--- config.mk ---
export PLATFORM = sky130hd
export DESIGN_NAME = pc_sequencer
export DESIGN_NICKNAME = d
export VERILOG_FILES = /design/src/rtl/mips16_pc_pkg.sv /design/src/rtl/pc_retstack.sv /design/src/rtl/pc_sequencer.sv
export SDC_FILE = /design/constraint.sdc
export NUM_CORES = 1
export LEC_CHECK = 0
export BUFFER_PORTS_ARGS = -buffer_cell sky130_fd_sc_hd__buf_2
export CORE_ASPECT_RATIO = 0.9
export CORE_MARGIN = 8
export CORE_UTILIZATION = 55
export CTS_BUF_LIST = sky130_fd_sc_hd__clkbuf_16
export CTS_CLUSTER_DIAMETER = 100
export DETAILED_ROUTE_END_ITERATION = 8
export PLACE_DENSITY = 0.85
export SKIP_CTS_REPAIR_TIMING = 1
export SLEW_MARGIN = 10
export SYNTH_ARGS = -nofsm -noshare
export SYNTH_HDL_FRONTEND = slang
export SYNTH_SLANG_ARGS = --single-unit
--- constraint.sdc ---
create_clock -name clk -period 3.3 [get_ports clk]
set_clock_uncertainty 0.2 [all_clocks]
set_input_delay 0.165 -clock clk [delete_from_list [all_inputs] [get_ports clk]]
set_output_delay 0.165 -clock clk [all_outputs]
set_load 0.02 [all_outputs]
--- src/rtl/mips16_pc_pkg.sv ---
// mips16_pc_pkg: shared defaults and the next-PC source encoding for pc_sequencer
//   DEF_AW, DEF_OFS_W, DEF_STK_DEPTH : default parameter values
//   PC_MAX                           : highest address at the default width
//   pc_op_e                          : which request wins the next-PC priority
package mips16_pc_pkg;
  localparam int DEF_AW = 10;
  localparam int DEF_OFS_W = 8;
  localparam int DEF_STK_DEPTH = 4;
  localparam logic [DEF_AW-1:0] PC_MAX = {DEF_AW{1'b1}};
  typedef enum logic [2:0] {OP_BACK, OP_RET, OP_CALL, OP_JMP, OP_BR, OP_INC} pc_op_e;
endpackage

--- src/rtl/pc_retstack.sv ---
// pc_retstack: LIFO return-address stack
//   clk, Clear_n : clock, async active-low reset (pointer and contents cleared)
//   push, din    : store din when not full
//   pop          : drop top entry when not empty
//   dout         : top entry ('0 when empty)
//   full, empty  : combinational from the pointer
module pc_retstack #(
  parameter int AW = 10,
  parameter int STK_DEPTH = 4
) (
  input  logic          clk,
  input  logic          Clear_n,
  input  logic          push,
  input  logic          pop,
  input  logic [AW-1:0] din,
  output logic [AW-1:0] dout,
  output logic          full,
  output logic          empty
);
  localparam int PW = $clog2(STK_DEPTH + 1);
  logic [PW-1:0] sp;
  logic [AW-1:0] mem [STK_DEPTH];
  assign full = sp == PW'(STK_DEPTH);
  assign empty = sp == '0;
  // sp counts entries, so the top lives at slot sp-1
  always_comb begin
    dout = '0;
    for (int i = 0; i < STK_DEPTH; i++) dout = (sp == PW'(i + 1)) ? mem[i] : dout;
  end
  always_ff @(posedge clk or negedge Clear_n) begin
    if (!Clear_n) begin
      sp <= '0;
      for (int i = 0; i < STK_DEPTH; i++) mem[i] <= '0;
    end else if (push && !full) begin
      for (int i = 0; i < STK_DEPTH; i++) if (sp == PW'(i)) mem[i] <= din;
      sp <= sp + PW'(1);
    end else if (pop && !empty) begin
      sp <= sp - PW'(1);
    end
  end
endmodule

--- src/rtl/pc_sequencer.sv ---
// pc_sequencer: program-counter sequencer with branch, call/return stack and halt
//   clk, Clear_n        : clock, async active-low reset
//   step_en             : advance strobe; all state holds when low
//   backclk/Ret/Call/Jflag/Bflag : requests, in that priority order, above increment
//   Jaddr, Bofs, Enloop : jump target, signed branch offset, wrap-at-max enable
//   Caddr               : current address
//   halted, stk_full, stk_empty, stk_err : status (stk_err sticky until reset)
module pc_sequencer import mips16_pc_pkg::*; #(
  parameter int AW = DEF_AW,
  parameter int OFS_W = DEF_OFS_W,
  parameter int STK_DEPTH = DEF_STK_DEPTH
) (
  input  logic             clk,
  input  logic             Clear_n,
  input  logic             step_en,
  input  logic             backclk,
  input  logic             Jflag,
  input  logic [AW-1:0]    Jaddr,
  input  logic             Bflag,
  input  logic [OFS_W-1:0] Bofs,
  input  logic             Call,
  input  logic             Ret,
  input  logic             Enloop,
  output logic [AW-1:0]    Caddr,
  output logic             halted,
  output logic             stk_full,
  output logic             stk_empty,
  output logic             stk_err
);
  localparam logic [AW-1:0] MAX = {AW{1'b1}};
  pc_op_e op;
  logic [AW-1:0] nxt, top;
  logic push, pop, err_set;
  assign halted = Caddr == MAX && !Enloop;
  always_comb begin
    op = backclk ? OP_BACK : Ret ? OP_RET : Call ? OP_CALL : Jflag ? OP_JMP : Bflag ? OP_BR : OP_INC;
    push = step_en && op == OP_CALL && !stk_full;
    pop = step_en && op == OP_RET && !stk_empty;
    err_set = step_en && ((op == OP_CALL && stk_full) || (op == OP_RET && stk_empty));
    // size cast of a signed operand sign-extends the offset to AW bits
    nxt = op == OP_BACK ? (Caddr == '0 ? '0 : Caddr - AW'(1)) :
          op == OP_RET  ? (stk_empty ? Caddr : top) :
          op == OP_CALL ? (stk_full ? Caddr : Jaddr) :
          op == OP_JMP  ? Jaddr :
          op == OP_BR   ? Caddr + AW'($signed(Bofs)) :
          Caddr == MAX  ? (Enloop ? '0 : Caddr) : Caddr + AW'(1);
  end
  pc_retstack #(.AW(AW), .STK_DEPTH(STK_DEPTH)) u_stk (
    .clk(clk), .Clear_n(Clear_n), .push(push), .pop(pop), .din(Caddr + AW'(1)),
    .dout(top), .full(stk_full), .empty(stk_empty)
  );
  always_ff @(posedge clk or negedge Clear_n) begin
    if (!Clear_n) begin
      Caddr <= '0;
      stk_err <= 1'b0;
    end else begin
      if (step_en) Caddr <= nxt;
      if (err_set) stk_err <= 1'b1;
    end
  end
endmodule

==> load_flow_metrics.sql, run 1 <==
INSERT INTO impl_metrics (metric_group, metric, value, unit) VALUES
('timing', 'max_freq', '347', 'MHz'),
('detailed_routing', 'finalWirelength', '10800', 'um'),
('place', 'detailed_place_hpwl', '8120', 'um'),
('place', 'pre_cts_slack', '0.437', 'ns'),
('floorplanning', 'dieWidth', '102', 'um'),
('synth', 'synth_cells', '441', ''),
('flow_run', 'max_cap_violations', '0', ''),
('floorplanning', 'start_util', '56.3', '%'),
('place', 'port_buffers', '40', ''),
('timing', 'slew_headroom', '44.8', '%'),
('synth', 'async_reset_ff_share', '100', '%'),
('setup_path', 'worstSetupEndpoint', 'Caddr[9]$_DFFE_PN0P_', ''),
('setup_path', 'worstSetupStartpointType', 'register', ''),
('synth', 'mappedNetlistNets', '486', ''),
('finish', 'synthToLayoutAreaGrowth', '12.6', '%'),
('synth', 'synth-edff-count', '0', ''),
('grt', 'grt-ovfl-total', '0', ''),
('floorplanning', 'boundaryPins', '41', ''),
('grt', 'via_count_of_the_first_global_routing_pass', '3479', ''),
('outcome', 'outcome', 'completed', ''),
('grt', 'grt_resource_usage_total', '23.7', '%'),
('clocking', 'tritoncts_clock_tree', 'built', ''),
('power_and_ir_drop', 'static_leakage_power', '0.00180', 'uW'),
('timing', 'report.final.hold_viol_count', '0', ''),
('detailed_routing', 'drt_first_iter_violations', '387', ''),
('clocking', 'clk_transition_reported_paths', '0.07', 'ns'),
('worst_hold_path', 'worst_hold_stages', '3', ''),
('setup_path', 'cp.required', '3.29', 'ns'),
('setup_path', 'reg2reg_depth', '7', ''),
('synth', 'netlist-cell-type-count', '58', ''),
('synth', 'synth_seq_cells', '54', ''),
('timing', 'final_period_minus_worst_setup_slack', '2.88', 'ns'),
('timing', 'min_period_over_period', '87.3', '%'),
('setup_path', 'critical_path.reg2reg.endpoint', 'Caddr[9]$_DFFE_PN0P_', ''),
('detailed_routing', 'routed_wire_length_per_instance', '19.1', 'um'),
('detailed_routing', 'drt_first_pass_iters', '5', ''),
('setup_path', 'worst_setup_path_end_kind', 'register', ''),
('clocking', 'cts_inserted_buffers', '5', ''),
('finish', 'insertedDiodeCount', '0', ''),
('power_and_ir_drop', 'vdd_ir_drop_max', '0.000396', 'V'),
('finish', 'layout.nets', '520', ''),
('timing', 'setup_violations', '0', ''),
('clocking', 'tritoncts_num_sinks', '54', ''),
('grt', 'grt_pass1_wl', '17900', 'um'),
('floorplanning', 'core', '0.00655', 'mm2'),
('worst_hold_path', 'worstHoldPathType', 'in2reg', ''),
('finish', 'fraction_of_layout_cells_with_a_size_suffix_above_1', '15.3', '%'),
('detailed_routing', 'drt_drc_violations_left', '0', ''),
('synth', 'synth_top_flop_cell', 'dfrtp_1', ''),
('synth', 'post_synth_instance_area', '0.00369', 'mm2'),
('floorplanning', 'die_h', '93.7', 'um'),
('timing', 'timing_worst_slew_pin_value', '0.828', 'ns'),
('grt', 'grt_antenna_before_repair', '0', ''),
('floorplanning', 'core.rowCount', '28', ''),
('floorplanning', 'fp.dieArea', '0.00959', 'mm2'),
('detailed_routing', 'detailed_route_via_count', '3650', ''),
('clocking', 'clockBufferDepth', '2', ''),
('power_and_ir_drop', 'pwr_dens', '830', 'mW/mm2'),
('clocking', 'clkLatencyLatePin', '0.30', 'ns'),
('timing', 'setup_ws', '0.418', 'ns'),
('grt', 'largest_net_degree_at_the_start_of_global_routing', '37', ''),
('setup_path', 'crit_type', 'reg2reg', ''),
('setup_path', 'r2r-start', 'Caddr[1]$_DFFE_PN0P_', ''),
('timing', 'final_max_slew_viol_count', '0', ''),
('setup_path', 'critical_path_arrival', '2.87', 'ns'),
('clocking', 'cts.root.buffer_cell', 'clkbuf_16', ''),
('detailed_routing', 'vias_per_cell', '6.45', ''),
('timing', 'total_negative_setup_slacks', '0', 'ns'),
('setup_path', 'crit_start', 'Caddr[1]$_DFFE_PN0P_', ''),
('setup_path', 'ff2ff_setup_slack', '0.42', 'ns'),
('clocking', 'cts.htree.levels', '2', ''),
('detailed_routing', 'drtAntennaViolNets', '0', ''),
('timing', 'final.hold.worst_slack', '0.0429', 'ns'),
('place', 'gp_congestion', '0.935', ''),
('synth', 'yosysWarnings', '0', ''),
('timing', 'grt_setup_unrepaired', 'false', ''),
('setup_path', 'critical_path_peak_fanout', '10', ''),
('synth', 'yosysSeqAreaShare', '36.6', '%'),
('synth', 'synth_area_per_cell', '8.36', 'um2');
cell families after synthesis:
kind of cell	share of synthesized area (%)
xor gates and xnor gates	3.32
DFF	36.6
muxes	1.76
buffers and inverters	4.85
AOI/OAI and AO/OA	28.1
adders and majority gates	6.31
and+or+nand+nor	19.1
cell usage in the layout, fill, tap and decap left out, types with 6 or more instances in the layout:
master	instances
nor2_1	25
inv_1	14
o21ai_0	66
dfrtp_1	54
nor3_1	11
buf_4	13
buf_2	40
nand2b_1	6
a221oi_1	8
nand3_1	14
o211ai_1	7
a22oi_1	11
xnor2_1	10
nand4_1	7
a21oi_1	22
ha_1	17
nand2_1	59
sequential cells by signal (all words and copies together) (netlist names):
| register | count |
|---|---|
| Caddr | 10 |
| stk_err | 1 |
| u_stk.mem | 40 |
| u_stk.sp | 3 |
cell type report:
type	count	area, um2
flip-flops and latches	54	1350
inverters	14	52.6
repair buffers	54	308
clock inverters	3	43.8
fillers	567	2400
multi-input cells	346	2160
clock buffers	5	125
well taps	90	113
stage by stage:
stage	power [uW]	cells	cell area [um2]	util [%]
3_3_place_gp	2750	557	3970	60.6
5_1_grt	3690	566	4150	63.4
3_5_place_dp	2810	557	3970	60.6
4_1_cts	3420	565	4140	63.2
2_1_floorplan	2300	441	3690	-
6_report	3450	566	4150	63.4
cells in the mapped netlist (4+ instances only):
| cell type | count | area (um2) |
|---|---|---|
| a211oi_1 | 5 | 37.5 |
| a21oi_1 | 22 | 110 |
| a221oi_1 | 8 | 70.1 |
| a22oi_1 | 11 | 82.6 |
| buf_2 | 8 | 40.0 |
| buf_4 | 4 | 30.0 |
| clkbuf_1 | 15 | 56.3 |
| dfrtp_1 | 54 | 1350 |
| ha_1 | 17 | 213 |
| inv_1 | 14 | 52.6 |
| mux2_2 | 4 | 45.0 |
| nand2_1 | 59 | 221 |
| nand2b_1 | 6 | 37.5 |
| nand3_1 | 14 | 70.1 |
| nand4_1 | 7 | 43.8 |
| nor2_1 | 25 | 93.8 |
| nor3_1 | 11 | 55.1 |
| o211ai_1 | 7 | 52.6 |
| o21ai_0 | 66 | 330 |
| o22ai_1 | 4 | 25.0 |
| or3_1 | 5 | 31.3 |
| xnor2_1 | 10 | 87.6 |
| xor2_1 | 4 | 35.0 |
worst min path at each step:
stage               startpoint                   end  slack (ns)
global placement       Clear_n  Caddr[8]$_DFFE_PN0P_        0.09
floorplan              Clear_n  Caddr[0]$_DFFE_PN0P_       -0.33
global route          Jaddr[7]  Caddr[7]$_DFFE_PN0P_        0.05
CTS                    Clear_n  Caddr[9]$_DFFE_PN0P_       -0.22
detailed placement     Clear_n  Caddr[8]$_DFFE_PN0P_        0.10
finish                Jaddr[7]  Caddr[7]$_DFFE_PN0P_        0.04
worst max-delay path, cell delays in order (launching register included):
cell	delay (ns)
dfrtp_1	0.54
ha_1	0.30
a211oi_1	0.59
nor3_1	0.14
a311oi_1	0.37
mux2i_1	0.24
a21oi_1	0.10
o311ai_0	0.30
per-layer routing:
layer | routed length, um | GRT usage (%) | vias to the layer above
met1 | 4680 | 33.9 | 1727
li1 | - | - | 1699
met2 | 4800 | 34.3 | 201
met3 | 1080 | 4.15 | 23
met4 | 249 | 9.52 | 0
met5 | 0 | 0 | -
power breakdown:
| group | internal, uW | total (uW) | switching (uW) |
|---|---|---|---|
| logic | 638 | 1650 | 1010 |
| clock network | 360 | 606 | 247 |
| registers | 914 | 1190 | 278 |
| total | 1910 | 3450 | 1530 |
(Power assumes the default switching activity.)
==> run 2: changes to the inputs <==
--- a/config.mk
+++ b/config.mk
@@ -8,11 +8,11 @@
 export BUFFER_PORTS_ARGS = -buffer_cell sky130_fd_sc_hd__buf_2
 export CORE_ASPECT_RATIO = 0.9
 export CORE_MARGIN = 8
-export CORE_UTILIZATION = 55
+export CORE_UTILIZATION = 56
 export CTS_BUF_LIST = sky130_fd_sc_hd__clkbuf_16
 export CTS_CLUSTER_DIAMETER = 100
 export DETAILED_ROUTE_END_ITERATION = 8
-export PLACE_DENSITY = 0.85
+export PLACE_DENSITY = 0.86
 export SKIP_CTS_REPAIR_TIMING = 1
 export SLEW_MARGIN = 10
 export SYNTH_ARGS = -nofsm -noshare
==> run 2 against run 1 <==
Against the previous run:
- non-clock buffer count did not move
- setup slack improved by 0.031 ns
- global-route usage rose by 0.30 points
- via count rose by 1.4%
- maximum frequency rose by 1.1%
- routed wire length barely moved
- critical path type unchanged
==> load_flow_metrics.sql, run 2 (same netlist as run 1, synthesis figures left out) <==
INSERT INTO impl_metrics (metric_group, metric, value, unit) VALUES
('outcome', 'outcome', 'completed', ''),
('detailed_routing', 'drt_first_iter_violations', '336', ''),
('place', 'dp_cells', '557', ''),
('setup_path', 'cp.required', '3.28', 'ns'),
('detailed_routing', 'drtAntennaViolNets', '0', ''),
('finish', 'layout.cells.non_filler', '566', ''),
('setup_path', 'timing.critical_path.buf_inv', '0', ''),
('floorplanning', 'dieWidth', '102', 'um'),
('timing', 'final_max_slew_viol_count', '0', ''),
('timing', 'slew_headroom', '28.3', '%'),
('floorplanning', 'die_h', '93.0', 'um'),
('floorplanning', 'fp.dieArea', '0.00944', 'mm2'),
('setup_path', 'critical-path-top-delay-family', 'simple AND/OR/NAND/NOR gates', ''),
('finish', 'layout.nets', '520', ''),
('grt', 'grt_resource_usage_total', '24.0', '%'),
('power_and_ir_drop', 'pwr_dens', '816', 'mW/mm2'),
('setup_path', 'reg2reg_depth', '7', ''),
('detailed_routing', 'drt_first_pass_iters', '5', ''),
('floorplanning', 'core', '0.00648', 'mm2'),
('clocking', 'tritoncts_num_sinks', '54', ''),
('setup_path', 'critical_path.reg2reg.endpoint', 'Caddr[3]$_DFFE_PN0P_', ''),
('clocking', 'cts.root.buffer_cell', 'clkbuf_16', ''),
('grt', 'via_count_of_the_first_global_routing_pass', '3588', ''),
('place', 'port_buffers', '40', ''),
('place', 'pre_cts_slack', '0.519', 'ns'),
('power_and_ir_drop', 'vdd_ir_drop_max', '0.000340', 'V'),
('clocking', 'clockBufferDepth', '2', ''),
('worst_hold_path', 'worst_hold_stages', '3', ''),
('grt', 'grt_use_met2', '36.3', '%'),
('timing', 'setup_violations', '0', ''),
('timing', 'report.final.hold_viol_count', '0', ''),
('grt', 'grt_antenna_before_repair', '0', ''),
('grt', 'busiest_layer', 'met2', ''),
('clocking', 'cts_inserted_buffers', '5', ''),
('floorplanning', 'start_util', '56.9', '%'),
('grt', 'largest_net_degree_at_the_start_of_global_routing', '31', ''),
('detailed_routing', 'vias_per_cell', '6.54', ''),
('setup_path', 'ff2ff_setup_slack', '0.45', 'ns'),
('finish', 'top_regs', 'u_stk.mem x40, Caddr x10, u_stk.sp x3', ''),
('detailed_routing', 'finalWirelength', '10800', 'um'),
('finish', 'layout_commonest_cell', 'o21ai_0', ''),
('timing', 'total_negative_setup_slacks', '0', 'ns'),
('timing', 'min_period_over_period', '86.4', '%'),
('setup_path', 'r2r-start', 'Caddr[0]$_DFFE_PN0P_', ''),
('finish', 'fraction_of_layout_cells_with_a_size_suffix_above_1', '15.1', '%'),
('finish', 'most-common-layout-cells', 'o21ai_0, nand2_1, dfrtp_1', ''),
('clocking', 'tritoncts_clock_tree', 'built', ''),
('clocking', 'cts.htree.levels', '2', ''),
('grt', 'grt-ovfl-total', '0', ''),
('place', 'detailed_place.area', '0.00397', 'mm2'),
('setup_path', 'timing.critical_path.slowest_stage_cell', 'dfrtp_1', ''),
('setup_path', 'worst_setup_path_end_kind', 'register', ''),
('clocking', 'clkLatencyLatePin', '0.29', 'ns'),
('clocking', 'clk_transition_reported_paths', '0.07', 'ns'),
('worst_hold_path', 'worstHoldEndpoint', 'Caddr[7]$_DFFE_PN0P_', ''),
('setup_path', 'timing.critical_path.cells', 'ha_1 > nor4bb_1 > nand4_1 > and3_1 > nor2_1 > a211oi_1 > a211o_1', ''),
('worst_hold_path', 'holdCritStartpoint', 'Jaddr[7]', ''),
('grt', 'grt.met3_usage', '4.90', '%'),
('finish', 'design_area', '0.00413', 'mm2'),
('setup_path', 'critical_path_peak_fanout', '14', ''),
('timing', 'final_period_minus_worst_setup_slack', '2.85', 'ns'),
('place', 'detailed_place_hpwl', '8160', 'um'),
('detailed_routing', 'routed_wire_length_per_instance', '19.1', 'um'),
('setup_path', 'critical_path_arrival', '2.83', 'ns'),
('power_and_ir_drop', 'static_leakage_power', '0.00178', 'uW'),
('grt', 'grt_pass1_wl', '18000', 'um'),
('floorplanning', 'core.rowCount', '28', ''),
('timing', 'timing_worst_slew_pin_value', '1.07', 'ns'),
('detailed_routing', 'detailed_route_via_count', '3702', ''),
('finish', 'largest-register', 'u_stk.mem', ''),
('finish', 'number_of_flip_flops_under_the_largest_register_name', '40', ''),
('setup_path', 'worst_stage_delay_on_the_critical_path', '0.61', 'ns'),
('setup_path', 'crit_type', 'reg2reg', ''),
('worst_hold_path', 'worstHoldPathType', 'in2reg', ''),
('timing', 'setup_ws', '0.449', 'ns'),
('grt', 'grtUsageMet1', '33.4', '%'),
('timing', 'grt_setup_unrepaired', 'false', ''),
('flow_run', 'max_cap_violations', '0', ''),
('place', 'gp_congestion', '1.03', ''),
('floorplanning', 'boundaryPins', '41', ''),
('timing', 'max_freq', '351', 'MHz'),
('setup_path', 'worstSetupStartpointType', 'register', ''),
('detailed_routing', 'drt_drc_violations_left', '0', ''),
('finish', 'synthToLayoutAreaGrowth', '11.9', '%'),
('finish', 'insertedDiodeCount', '0', '');
## run 2: worst max path at each step
stage	startpoint	end	cells after the start
global route	Caddr[1]$_DFFE_PN0P_	Caddr[9]$_DFFE_PN0P_	7
CTS	Caddr[1]$_DFFE_PN0P_	Caddr[9]$_DFFE_PN0P_	7
finish	Caddr[0]$_DFFE_PN0P_	Caddr[3]$_DFFE_PN0P_	7
global placement	Caddr[1]$_DFFE_PN0P_	Caddr[9]$_DFFE_PN0P_	7
detailed placement	Caddr[0]$_DFFE_PN0P_	Caddr[3]$_DFFE_PN0P_	7
floorplan	Caddr[0]$_DFFE_PN0P_	Caddr[7]$_DFFE_PN0P_	9
## run 2: power by group
group | internal (uW) | switching [uW]
Sequential | 914 | 276
Clock | 282 | 235
Combinational | 644 | 1020
## run 2: stage by stage
stage | utilization, % | power, uW | hold WS [ns]
CTS | 63.5 | 3350 | -0.323
global route | 63.7 | 3620 | 0.0425
floorplan | - | 2300 | -0.331
global placement | 61.3 | 2750 | -0.0277
finish | 63.7 | 3370 | 0.0380
detailed placement | 61.3 | 2810 | -0.0113
## run 2: layout make-up
type	instances	area (um2)
clock buffer	5	125
fill	534	2350
clock inverter	3	20.0
multi-input combinational	346	2160
inverter	14	52.6
timing repair buffer	54	308
sequential	54	1350
tap	90	113
## run 2: per-layer routing
| layer | vias to the layer above | share of wire, % |
|---|---|---|
| met5 | - | 0 |
| met4 | 0 | 1.8 |
| met3 | 26 | 10 |
| met2 | 222 | 47 |
| met1 | 1749 | 41 |
| li1 | 1705 | - |
## run 2: tightest hold or removal path, delay by kind of cell
kind	cells	cell delay [ns]
buffers and inverters	1	0.10
AO/OA/AOI/OAI	2	0.23
==> run 3: changes to the inputs <==
--- a/config.mk
+++ b/config.mk
@@ -12,9 +12,11 @@
 export CTS_BUF_LIST = sky130_fd_sc_hd__clkbuf_16
 export CTS_CLUSTER_DIAMETER = 100
 export DETAILED_ROUTE_END_ITERATION = 8
+export HOLD_SLACK_MARGIN = 0.06
 export PLACE_DENSITY = 0.86
 export SKIP_CTS_REPAIR_TIMING = 1
 export SLEW_MARGIN = 10
 export SYNTH_ARGS = -nofsm -noshare
 export SYNTH_HDL_FRONTEND = slang
 export SYNTH_SLANG_ARGS = --single-unit
+export TNS_END_PERCENT = 20
==> run 3 against run 2 <==
Against the previous run:
- first-iteration DRC count down 1.5%
- sequential cell count unchanged
- sequential power is essentially flat
- cell count grew 0.18%
- setup slack worse by 0.010 ns
- critical path depth unchanged
- final area up 0.24%
- global-route usage unchanged
- clock power hardly changed
- sequential share of layout area decreased by 0.079 points
- die area unchanged
- routed wire length rose by 0.83%
- critical endpoint unchanged
- largest cell class unchanged
==> load_flow_metrics.sql, run 3 (same netlist as run 1, synthesis figures left out) <==
INSERT INTO impl_metrics (metric_group, metric, value, unit) VALUES
('clocking', 'cts.root.buffer_cell', 'clkbuf_16', ''),
('finish', 'multi_input_area', '0.00216', 'mm2'),
('floorplanning', 'die_h', '93.0', 'um'),
('finish', 'synthToLayoutAreaGrowth', '12.2', '%'),
('finish', 'most-common-layout-cells', 'o21ai_0, nand2_1, dfrtp_1', ''),
('place', 'dp_cells', '557', ''),
('timing', 'final_max_slew_viol_count', '0', ''),
('finish', 'number_of_flip_flops_under_the_largest_register_name', '40', ''),
('detailed_routing', 'drt_first_iter_violations', '331', ''),
('worst_hold_path', 'holdCritStartpoint', 'Jaddr[5]', ''),
('timing', 'slew_headroom', '27.8', '%'),
('clocking', 'tritoncts_clock_tree', 'built', ''),
('timing', 'setup_violations', '0', ''),
('setup_path', 'critical_path.reg2reg.endpoint', 'Caddr[3]$_DFFE_PN0P_', ''),
('place', 'gp_congestion', '1.03', ''),
('setup_path', 'cp.required', '3.27', 'ns'),
('timing', 'final_period_minus_worst_setup_slack', '2.86', 'ns'),
('power_and_ir_drop', 'pwr_dens', '817', 'mW/mm2'),
('grt', 'grtUsageMet1', '33.4', '%'),
('setup_path', 'worst_setup_path_end_kind', 'register', ''),
('grt', 'grt-ovfl-total', '0', ''),
('grt', 'busiest_layer', 'met2', ''),
('clocking', 'clk_transition_reported_paths', '0.07', 'ns'),
('floorplanning', 'dieWidth', '102', 'um'),
('setup_path', 'ff2ff_setup_slack', '0.44', 'ns'),
('power_and_ir_drop', 'fin_total_pwr', '3380', 'uW'),
('finish', 'fill_cells', '533', ''),
('grt', 'grt_antenna_before_repair', '0', ''),
('worst_hold_path', 'worstHoldEndpoint', 'Caddr[5]$_DFFE_PN0P_', ''),
('detailed_routing', 'drt_first_pass_iters', '5', ''),
('place', 'detailed_place_hpwl', '8160', 'um'),
('finish', 'layout.cells.non_filler', '567', ''),
('worst_hold_path', 'worst_hold_stages', '5', ''),
('finish', 'post_route_core_utilization', '63.8', '%'),
('detailed_routing', 'vias_per_cell', '6.54', ''),
('timing', 'min_period_over_period', '86.7', '%'),
('detailed_routing', 'drt_drc_violations_left', '0', ''),
('floorplanning', 'start_util', '56.9', '%'),
('place', 'detailed_place.area', '0.00397', 'mm2'),
('finish', 'ff_latch_area', '0.00135', 'mm2'),
('floorplanning', 'core.rowCount', '28', ''),
('power_and_ir_drop', 'static_leakage_power', '0.00178', 'uW'),
('finish', 'design_area', '0.00414', 'mm2'),
('finish', 'insertedDiodeCount', '0', ''),
('detailed_routing', 'drtAntennaViolNets', '0', ''),
('clocking', 'cts.htree.levels', '2', ''),
('detailed_routing', 'detailed_route_via_count', '3711', ''),
('setup_path', 'critical_path_peak_fanout', '14', ''),
('setup_path', 'r2r-start', 'Caddr[0]$_DFFE_PN0P_', ''),
('finish', 'largest-register', 'u_stk.mem', ''),
('finish', 'fraction_of_layout_cells_with_a_size_suffix_above_1', '15.1', '%'),
('timing', 'grt_setup_unrepaired', 'false', ''),
('flow_run', 'max_cap_violations', '0', ''),
('timing', 'timing_worst_slew_pin_value', '1.07', 'ns'),
('setup_path', 'critical_path_arrival', '2.84', 'ns'),
('timing', 'report.final.hold_viol_count', '0', ''),
('setup_path', 'crit_type', 'reg2reg', ''),
('timing', 'max_freq', '350', 'MHz'),
('setup_path', 'reg2reg_depth', '7', ''),
('finish', 'top_regs', 'u_stk.mem x40, Caddr x10, u_stk.sp x3', ''),
('floorplanning', 'boundaryPins', '41', ''),
('clocking', 'cts_inserted_buffers', '5', ''),
('detailed_routing', 'finalWirelength', '10900', 'um'),
('place', 'port_buffers', '40', ''),
('floorplanning', 'core', '0.00648', 'mm2'),
('clocking', 'clockBufferDepth', '2', ''),
('clocking', 'clkLatencyLatePin', '0.29', 'ns'),
('floorplanning', 'fp.dieArea', '0.00944', 'mm2'),
('grt', 'grt_resource_usage_total', '24.0', '%'),
('outcome', 'outcome', 'completed', ''),
('finish', 'layout.nets', '521', ''),
('detailed_routing', 'routed_wire_length_per_instance', '19.2', 'um'),
('grt', 'largest_net_degree_at_the_start_of_global_routing', '31', ''),
('grt', 'grt.met3_usage', '4.90', '%'),
('grt', 'grt_pass1_wl', '18000', 'um'),
('worst_hold_path', 'worstHoldPathType', 'in2reg', ''),
('grt', 'grt_use_met2', '36.3', '%'),
('setup_path', 'worstSetupStartpointType', 'register', ''),
('finish', 'layout_commonest_cell', 'o21ai_0', ''),
('clocking', 'tritoncts_num_sinks', '54', ''),
('grt', 'via_count_of_the_first_global_routing_pass', '3588', ''),
('power_and_ir_drop', 'vdd_ir_drop_max', '0.000341', 'V'),
('timing', 'total_negative_setup_slacks', '0', 'ns');
[run 3: cell count changes in the layout (fill, tap and decap cells not counted)]
| cell | previous run | this run |
|---|---|---|
| dlygate4sd3_1 | 1 | 2 |
[run 3: layout make-up]
| class | instances | area share (%) |
|---|---|---|
| Timing Repair Buffer | 55 | 7.68 |
| Clock buffer | 5 | 3.02 |
| Inverter | 14 | 1.27 |
| Tap cell | 90 | 2.72 |
| Sequential cell | 54 | 32.7 |
| Multi-Input combinational cell | 346 | 52.2 |
| Clock inverter | 3 | 0.484 |
[run 3: critical path, stage by stage, from the launching register on]
cell and delay (ns):
dfrtp_1 0.61, ha_1 0.42, nor4bb_1 0.33, nand4_1 0.21
and3_1 0.24, nor2_1 0.36, a211oi_1 0.10, a211o_1 0.28
[run 3: layer usage]
layer / share of wire (%) / routed length (um)
met5: 0 / 0
met4: 2.0 / 214
met1: 42 / 4580
met2: 46 / 5040
met3: 9.8 / 1070
[run 3: worst max-delay path by stage]
stage	startpoint	to	slack, ns	depth (start not counted)
6_report	Caddr[0]$_DFFE_PN0P_	Caddr[3]$_DFFE_PN0P_	0.44	7
5_1_grt	Caddr[1]$_DFFE_PN0P_	Caddr[9]$_DFFE_PN0P_	0.29	7
4_1_cts	Caddr[1]$_DFFE_PN0P_	Caddr[9]$_DFFE_PN0P_	0.51	7
3_5_place_dp	Caddr[0]$_DFFE_PN0P_	Caddr[3]$_DFFE_PN0P_	0.52	7
3_3_place_gp	Caddr[1]$_DFFE_PN0P_	Caddr[9]$_DFFE_PN0P_	0.60	7
2_1_floorplan	Caddr[0]$_DFFE_PN0P_	Caddr[7]$_DFFE_PN0P_	0.73	9
[run 3: report_power, final]
part / switching [uW] / leakage (uW) / internal [uW] / total (uW)
clock: 236 / 0.0000679 / 282 / 518
sequential: 277 / 0.000703 / 914 / 1190
combinational: 1020 / 0.00101 / 645 / 1670
[run 3: stage by stage]
| step | worst slack [ns] | hold slack [ns] |
|---|---|---|
| floorplan | 0.727 | -0.331 |
| global placement | 0.604 | -0.0277 |
| detailed placement | 0.519 | -0.0113 |
| CTS | 0.515 | -0.323 |
| global route | 0.292 | 0.119 |
| finish | 0.439 | 0.0876 |
